## src/rtl/alu_datamem_seq_pkg.sv

```systemverilog
// ============================================================================
// Module  : dp_pkg
// Purpose : Shared types for the sequenced ALU / data-memory datapath.
// Rev     : 1.0  initial release
// ============================================================================
`default_nettype none

package dp_pkg;

   typedef enum logic [3:0] {
      ALU_ADD = 4'd0,
      ALU_SUB = 4'd1,
      ALU_AND = 4'd2,
      ALU_OR  = 4'd3,
      ALU_XOR = 4'd4,
      ALU_SLL = 4'd5,
      ALU_SRL = 4'd6,
      ALU_SLT = 4'd7,
      ALU_BEQ = 4'd8,
      ALU_BNE = 4'd9
   } alu_op_e;

   typedef enum logic [2:0] {
      ST_IDLE = 3'd0,
      ST_READ = 3'd1,
      ST_EXEC = 3'd2,
      ST_MEM  = 3'd3,
      ST_WB   = 3'd4
   } dp_state_e;

   // Control part of a captured micro-op; the WIDTH/RA-sized fields are
   // held alongside it in the top level.
   typedef struct packed {
      alu_op_e aluop;
      logic    alusrc1;
      logic    alusrc2;
      logic    regwrite;
      logic    memwrite;
      logic    memtoreg;
   } micro_op_t;

   function automatic logic needs_mem(input micro_op_t op);
      return op.memwrite | op.memtoreg;
   endfunction

endpackage

`default_nettype wire

```

## src/rtl/alu_datamem_seq_alu.sv

```systemverilog
// ============================================================================
// Module  : dp_alu
// Purpose : Combinational ALU with signed overflow and branch-compare flags.
// Rev     : 1.0  initial release
// ============================================================================
`default_nettype none

module dp_alu
   import dp_pkg::*;
#(
   parameter int WIDTH = 16
) (
   input  logic [WIDTH-1:0] a_i,
   input  logic [WIDTH-1:0] b_i,
   input  alu_op_e          op_i,
   output logic [WIDTH-1:0] f_o,
   output logic             ovf_o,
   output logic             take_branch_o
);

   localparam int SHW = $clog2(WIDTH);

   logic [WIDTH-1:0] sum;
   logic [WIDTH-1:0] diff;
   logic [SHW-1:0]   shamt;

   assign sum   = a_i + b_i;
   assign diff  = a_i - b_i;
   assign shamt = b_i[SHW-1:0];

   always_comb begin
      f_o           = '0;
      ovf_o         = 1'b0;
      take_branch_o = 1'b0;
      case (op_i)
         ALU_ADD: begin
            f_o   = sum;
            ovf_o = (a_i[WIDTH-1] == b_i[WIDTH-1]) && (sum[WIDTH-1] != a_i[WIDTH-1]);
         end
         ALU_SUB: begin
            f_o   = diff;
            ovf_o = (a_i[WIDTH-1] != b_i[WIDTH-1]) && (diff[WIDTH-1] != a_i[WIDTH-1]);
         end
         ALU_AND: f_o = a_i & b_i;
         ALU_OR:  f_o = a_i | b_i;
         ALU_XOR: f_o = a_i ^ b_i;
         ALU_SLL: f_o = a_i << shamt;
         ALU_SRL: f_o = a_i >> shamt;
         ALU_SLT: f_o = {{(WIDTH-1){1'b0}}, ($signed(a_i) < $signed(b_i))};
         ALU_BEQ: take_branch_o = (a_i == b_i);
         ALU_BNE: take_branch_o = (a_i != b_i);
         default: ;
      endcase
   end

endmodule

`default_nettype wire

```

## src/rtl/alu_datamem_seq.sv

```systemverilog
// ============================================================================
// Module  : alu_datamem_seq
// Purpose : Multi-cycle register file / ALU / data-memory datapath, one
//           micro-op per handshake, result reported with a res_valid pulse.
// Rev     : 1.0  initial release
// ============================================================================
`default_nettype none

module alu_datamem_seq
   import dp_pkg::*;
#(
   parameter  int WIDTH     = 16,
   parameter  int NREGS     = 8,
   parameter  int MEM_DEPTH = 256,
   localparam int RA        = $clog2(NREGS),
   localparam int MA        = $clog2(MEM_DEPTH)
) (
   input  logic             clk,
   input  logic             reset,
   input  logic             op_valid,
   output logic             op_ready,
   input  logic [3:0]       op_aluop,
   input  logic             op_alusrc1,
   input  logic             op_alusrc2,
   input  logic [WIDTH-1:0] op_imm,
   input  logic             op_regwrite,
   input  logic             op_memwrite,
   input  logic             op_memtoreg,
   input  logic [RA-1:0]    op_rs1,
   input  logic [RA-1:0]    op_rs2,
   input  logic [RA-1:0]    op_rd,
   output logic             res_valid,
   output logic [WIDTH-1:0] res_data,
   output logic             res_ovf,
   output logic             res_take_branch,
   output logic             ovf_sticky,
   input  logic             clr_sticky
);

   dp_state_e        state_q, state_d;
   micro_op_t        op_q;
   logic [WIDTH-1:0] imm_q;
   logic [RA-1:0]    rs1_q, rs2_q, rd_q;
   logic [WIDTH-1:0] a_q, b_q, sd_q, alu_q;
   logic             ovf_q, br_q;
   logic [WIDTH-1:0] res_q;
   logic             res_ovf_q, res_br_q, sticky_q;
   logic [WIDTH-1:0] regs_q [NREGS];
   logic [WIDTH-1:0] mem_q  [MEM_DEPTH];

   logic [WIDTH-1:0] alu_f;
   logic             alu_ovf, alu_br;
   logic [MA-1:0]    mem_addr;
   logic             accept;

   assign op_ready        = (state_q == ST_IDLE);
   assign accept          = op_valid & op_ready;
   assign res_valid       = (state_q == ST_WB);
   assign res_data        = res_q;
   assign res_ovf         = res_ovf_q;
   assign res_take_branch = res_br_q;
   assign ovf_sticky      = sticky_q;
   assign mem_addr        = alu_q[MA-1:0];

   dp_alu #(.WIDTH(WIDTH)) u_alu (
      .a_i           (a_q),
      .b_i           (b_q),
      .op_i          (op_q.aluop),
      .f_o           (alu_f),
      .ovf_o         (alu_ovf),
      .take_branch_o (alu_br)
   );

   always_comb begin
      state_d = state_q;
      case (state_q)
         ST_IDLE: if (accept) state_d = ST_READ;
         ST_READ: state_d = ST_EXEC;
         ST_EXEC: state_d = needs_mem(op_q) ? ST_MEM : ST_WB;
         ST_MEM:  state_d = ST_WB;
         ST_WB:   state_d = ST_IDLE;
         default: state_d = ST_IDLE;
      endcase
   end

   always_ff @(posedge clk or negedge reset) begin
      if (!reset) begin
         state_q   <= ST_IDLE;
         op_q      <= '0;
         imm_q     <= '0;
         rs1_q     <= '0;
         rs2_q     <= '0;
         rd_q      <= '0;
         a_q       <= '0;
         b_q       <= '0;
         sd_q      <= '0;
         alu_q     <= '0;
         ovf_q     <= 1'b0;
         br_q      <= 1'b0;
         res_q     <= '0;
         res_ovf_q <= 1'b0;
         res_br_q  <= 1'b0;
         sticky_q  <= 1'b0;
         for (int i = 0; i < NREGS; i++) regs_q[i] <= '0;
      end else begin
         state_q <= state_d;
         case (state_q)
            ST_IDLE: if (accept) begin
               op_q  <= '{aluop:    alu_op_e'(op_aluop),
                          alusrc1:  op_alusrc1,
                          alusrc2:  op_alusrc2,
                          regwrite: op_regwrite,
                          memwrite: op_memwrite,
                          memtoreg: op_memtoreg};
               imm_q <= op_imm;
               rs1_q <= op_rs1;
               rs2_q <= op_rs2;
               rd_q  <= op_rd;
            end
            ST_READ: begin
               a_q  <= op_q.alusrc1 ? '0 : regs_q[rs1_q];
               b_q  <= op_q.alusrc2 ? imm_q : regs_q[rs2_q];
               sd_q <= regs_q[rs2_q];
            end
            ST_EXEC: begin
               alu_q <= alu_f;
               ovf_q <= alu_ovf;
               br_q  <= alu_br;
               // Non-memory ops go straight to WB, so publish the result now.
               if (!needs_mem(op_q)) begin
                  res_q     <= alu_f;
                  res_ovf_q <= alu_ovf;
                  res_br_q  <= alu_br;
               end
            end
            ST_MEM: begin
               // Reads the pre-store word: the array update lands on this same edge.
               res_q     <= op_q.memtoreg ? mem_q[mem_addr] : alu_q;
               res_ovf_q <= ovf_q;
               res_br_q  <= br_q;
            end
            ST_WB: if (op_q.regwrite) regs_q[rd_q] <= res_q;
            default: ;
         endcase
         if ((state_q == ST_WB) && res_ovf_q) sticky_q <= 1'b1;
         else if (clr_sticky)                 sticky_q <= 1'b0;
      end
   end

   always_ff @(posedge clk) begin
      if ((state_q == ST_MEM) && op_q.memwrite) mem_q[mem_addr] <= sd_q;
   end

endmodule

`default_nettype wire

```

## config.mk

```make
export PLATFORM = sky130hd
export DESIGN_NAME = alu_datamem_seq
export DESIGN_NICKNAME = d
export VERILOG_FILES = /design/src/rtl/alu_datamem_seq_pkg.sv /design/src/rtl/alu_datamem_seq_alu.sv /design/src/rtl/alu_datamem_seq.sv
export SDC_FILE = /design/constraint.sdc
export NUM_CORES = 2
export LEC_CHECK = 0
export BUFFER_PORTS_ARGS = -buffer_cell sky130_fd_sc_hd__buf_4
export CAP_MARGIN = 20
export CORE_UTILIZATION = 40
export CTS_BUF_LIST = sky130_fd_sc_hd__clkbuf_4 sky130_fd_sc_hd__clkbuf_8
export DETAILED_ROUTE_END_ITERATION = 10
export GPL_ROUTABILITY_DRIVEN = 0
export HOLD_SLACK_MARGIN = 0.1
export PLACE_DENSITY = 0.65
export SYNTH_ARGS = -nofsm -noshare
export SYNTH_HDL_FRONTEND = slang
export SYNTH_SLANG_ARGS = --single-unit
```

## constraint.sdc

```tcl
create_clock -name clk -period 5.1 [get_ports clk]
set_input_delay 0 -clock clk [delete_from_list [all_inputs] [get_ports clk]]
set_output_delay 0 -clock clk [all_outputs]
set_load 0.005 [all_outputs]
```

==> impl_metrics.json <==
{
  "finalHoldViolCount": 0,
  "antenna_found_initial": 18,
  "max_freq_mhz": 215.0,
  "drtIter0Drc": 12800,
  "drv_slew": 0,
  "via_per_inst": 5.934,
  "routed_wl_um": 480600,
  "cts_tree": "yes",
  "core_sq_um": 427300,
  "clock_latency_ns": 1.30,
  "setup_viol": 0,
  "critPathRequiredTime_ns": 6.22,
  "cp.buffers_inverters": 2,
  "seqPwrFrac": 0.456,
  "reg2reg_from": "alu_q[1]$_DFFE_PN0N_",
  "cts_num_sinks": 4346,
  "die_x_um": 657.2,
  "path_class": "register to register",
  "status": "finished with violations",
  "route.detailed.drc": 16,
  "die_h_um": 657.2,
  "synth-async-reset-ratio": 0.05752,
  "h-tree-depth": 6,
  "vias": 89580,
  "r2r_cells": 9,
  "crit_fanout": 53,
  "min_period_ns": 4.651,
  "max_slew_margin": 0.1125,
  "track_usage": 0.2183,
  "critPathArrivalTime_ns": 5.77,
  "synth_nets": 8037,
  "ant_nets": 0,
  "r2r_slack_ns": 0.45,
  "grt_use_met2": 0.3327,
  "clock-root-buffer": "clkbuf_8",
  "grt_max_degree": 216,
  "combPwrFrac": 0.252,
  "design.die.area_sq_um": 431900,
  "ir_drop_mv": 0.4610,
  "tightest_slew_ns": 1.331,
  "min_from": "op_valid",
  "swShare": 0.3213,
  "hold_slack_ns": 0.3609,
  "fin_nets": 8970,
  "synth-seq-cells": 4346,
  "timing.final.ws_setup_ns": 0.4494,
  "drive_above_1_share": 0.3503,
  "syn_inst": 7938,
  "rsz0062_at_grt": "no",
  "cts_buffer_depth": 4,
  "dp_hpwl_um": 288000,
  "yosysWarnings": 0,
  "nFillCells": 34960,
  "utilization": 0.4609,
  "initial_core_util": 0.4018,
  "pre_cts_ws_ns": 0.5582,
  "worstPathCellList": "buf_12 -> buf_4 -> mux4_2 -> mux2i_1 -> o22ai_1 -> o21ai_0 -> nand4_1 -> o221ai_1 -> o211ai_1",
  "grt_pass1_vias": 90510,
  "clockPowerShare": 0.293,
  "violations": "design-rule violations",
  "cts_buffers": 678,
  "yosys.area.top_type_share": 0.7164,
  "p_switching_w": 0.03188,
  "hp-class": "input pin to register",
  "clk_pin_slew_ns": 0.06,
  "ios": 59,
  "syn2layout_area_growth_pct": 14.71,
  "grt_pass1_wl_um": 675200,
  "overflow": 0,
  "start_kind": "register",
  "critPathSlowestCell": "dfrtp_4",
  "max_cap_violations": 0,
  "place_area_sq_um": 182400,
  "syn_area_sq_um": 171700,
  "post_cts_buffers": 0,
  "synth_cell_types": 81,
  "synth_ff_type": "edfxtp_1",
  "grt_busiest_layer": "met2",
  "path_delay_family": "compound AO/OA/AOI/OAI gates",
  "yosys-top-cells-area": "edfxtp_1 72%, mux4_2 16%, dfrtp_1 3.6%",
  "final_area_sq_um": 196900,
  "leakagePower_nw": 61.92,
  "holdPathEnd": "state_q[0]$_DFFE_PN0P_",
  "ys_seq_area_frac": 0.7528,
  "synth.avg_cell_area_sq_um": 21.63,
  "first_pass_iters": 11,
  "finalCritPeriodShare": 0.9119,
  "io_buffers": 58,
  "rows": 240,
  "grt_util_met3": 0.06844,
  "timing.clock.skew_ns": 0.08363,
  "min_path_cells": 5,
  "reg2reg_to": "res_data[10]$_DFFE_PN0P_",
  "end_kind": "register",
  "cellPowerDensity_nw_per_um2": 503.7,
  "tns_ns": 0,
  "synth_edf_count": 4096,
  "grtUsageMet1": 0.2900,
  "critPathMaxStageDelay_ns": 1.00,
  "p_int_w": 0.06733,
  "synth.largest_area_cell": "edfxtp_1",
  "wl_per_cell_um": 31.84
}
## sequential cells by signal (all words and copies together) (netlist names), 3 cells and up
| register | flops |
|---|---|
| op_q | 9 |
| regs_q | 128 |
| state_q | 3 |
| rd_q | 3 |
| res_data | 16 |
| b_q | 16 |
| a_q | 16 |
| imm_q | 16 |
| mem_q | 4096 |
| sd_q | 16 |
| rs2_q | 3 |
| alu_q | 16 |
| rs1_q | 3 |
## through the flow
stage                     cells  power (W)
final                     15100    0.09921
after global routing      15090     0.1019
after CTS                 15080    0.09899
after detailed placement  13760    0.06995
after global placement    13750    0.06937
after floorplan            7938    0.05955
## cell type report
cell class,count,area [sq um],share of cell area
repair buffers,725,6457,0.03279
clock buffers,910,11190,0.05680
diodes,10,25.02,0.0001271
well taps,5687,7116,0.03613
flip-flops and latches,4346,129300,0.6567
clock inverters,297,2061,0.01046
multi-input cells,3066,40550,0.2059
inverters,54,210.2,0.001067
## power by group through the flow
stage          Clock, W  Sequential, W  Combinational [W]
3_5_place_dp          0         0.0458             0.0241
6_report         0.0290         0.0452             0.0250
5_1_grt          0.0310         0.0452             0.0257
3_3_place_gp          0         0.0457             0.0237
2_1_floorplan         0         0.0461             0.0135
4_1_cts          0.0294         0.0451             0.0245
## placed cells by master, fill, tap and decap left out, types with 11 or more instances in the layout
cell and count:
inv_8 11, inv_1 50, mux4_2 1229, dlygate4sd3_1 111
inv_6 11, bufinv_16 16, nor4_1 19, and2_1 11
o31ai_1 12, o21ai_0 126, clkinvlp_4 14, o22ai_1 38
a22oi_1 83, dfrtp_4 20, nor2_1 232, buf_12 50
edfxtp_1 4096, clkinv_1 161, nor3_1 33, a21oi_1 98
o211ai_1 15, nor2b_1 17, nand3_1 44, dfrtp_1 224
nand2_2 16, a211oi_1 33, mux2_2 182, a22o_1 29
clkbuf_4 214, clkinv_2 64, clkbuf_8 696, nand2_1 186
a221oi_1 40, o21ai_1 11, buf_4 548, o221ai_1 22
ha_1 59, mux2i_1 183, nor2_2 147
## Yosys cell counts, drive strengths merged, types with 7 or more instances
| cell type | count |
|---|---|
| edfxtp | 4096 |
| a221oi | 40 |
| nor3 | 34 |
| nor3b | 8 |
| mux2i | 183 |
| o211ai | 15 |
| a211oi | 33 |
| a2111oi | 11 |
| o31ai | 12 |
| dfrtp | 250 |
| o21bai | 7 |
| nand3 | 44 |
| or3 | 10 |
| a22oi | 83 |
| xnor2 | 7 |
| nand2b | 10 |
| o221ai | 22 |
| nand2 | 202 |
| nor2b | 22 |
| a21oi | 98 |
| o2111ai | 8 |
| o21ai | 138 |
| mux4 | 1229 |
| a21o | 9 |
| o22ai | 38 |
| nand4 | 7 |
| ha | 59 |
| nor4 | 19 |
| nor2 | 385 |
| a22o | 29 |
| mux2 | 182 |
| clkbuf | 203 |
| and2 | 13 |
| buf | 269 |
| a31oi | 10 |
| inv | 53 |
## metal layers
metal	part of all wire	vias to the layer above
met5	0.0013	-
met3	0.12	1068
met2	0.46	5664
met1	0.37	47470
li1	-	35360
met4	0.046	16
## kinds of logic (layout without fill, tap and decap cells)
logic type,count (synthesis),in the layout,share of synthesized area
AND/OR/NAND/NOR,790,790,0.02005
other,0,10,0
flip-flops,4346,4346,0.7528
AO/OA/AOI/OAI,610,610,0.02419
multiplexers,1594,1594,0.1838
buffers and inverters,526,1986,0.01404
XOR/XNOR,11,11,0.0005611
adder cells (fa/ha/maj),61,61,0.004533
## tightest hold or removal path: stages
cell and delay [ns]:
dlygate4sd3_1 0.54, buf_4 0.16, dlygate4sd3_1 0.64, nor2_1 0.12
a2111oi_0 0.08
## worst max-delay path by stage
stage	startpoint	end	slack, ns	cells after the start
floorplan	sd_q[0]$_DFFE_PN0P_	mem_q[0][0]$_DFFE_PP_	1.11	0
global placement	a_q[4]$_DFFE_PN0P_	res_data[10]$_DFFE_PN0P_	0.14	11
detailed placement	alu_q[1]$_DFFE_PN0N_	res_data[10]$_DFFE_PN0P_	0.56	9
CTS	alu_q[1]$_DFFE_PN0N_	res_data[10]$_DFFE_PN0P_	0.55	9
global route	alu_q[0]$_DFFE_PN0N_	res_data[15]$_DFFE_PN0P_	0.45	7
finish	alu_q[1]$_DFFE_PN0N_	res_data[10]$_DFFE_PN0P_	0.45	9
## timing repair
item | 4_1_cts | 5_1_grt
hold endpoints to repair | 286 | 0
gates resized for setup | 0 | 0
hold buffers | 112 | 0
No activity file was read; power rests on OpenSTA's default activity.
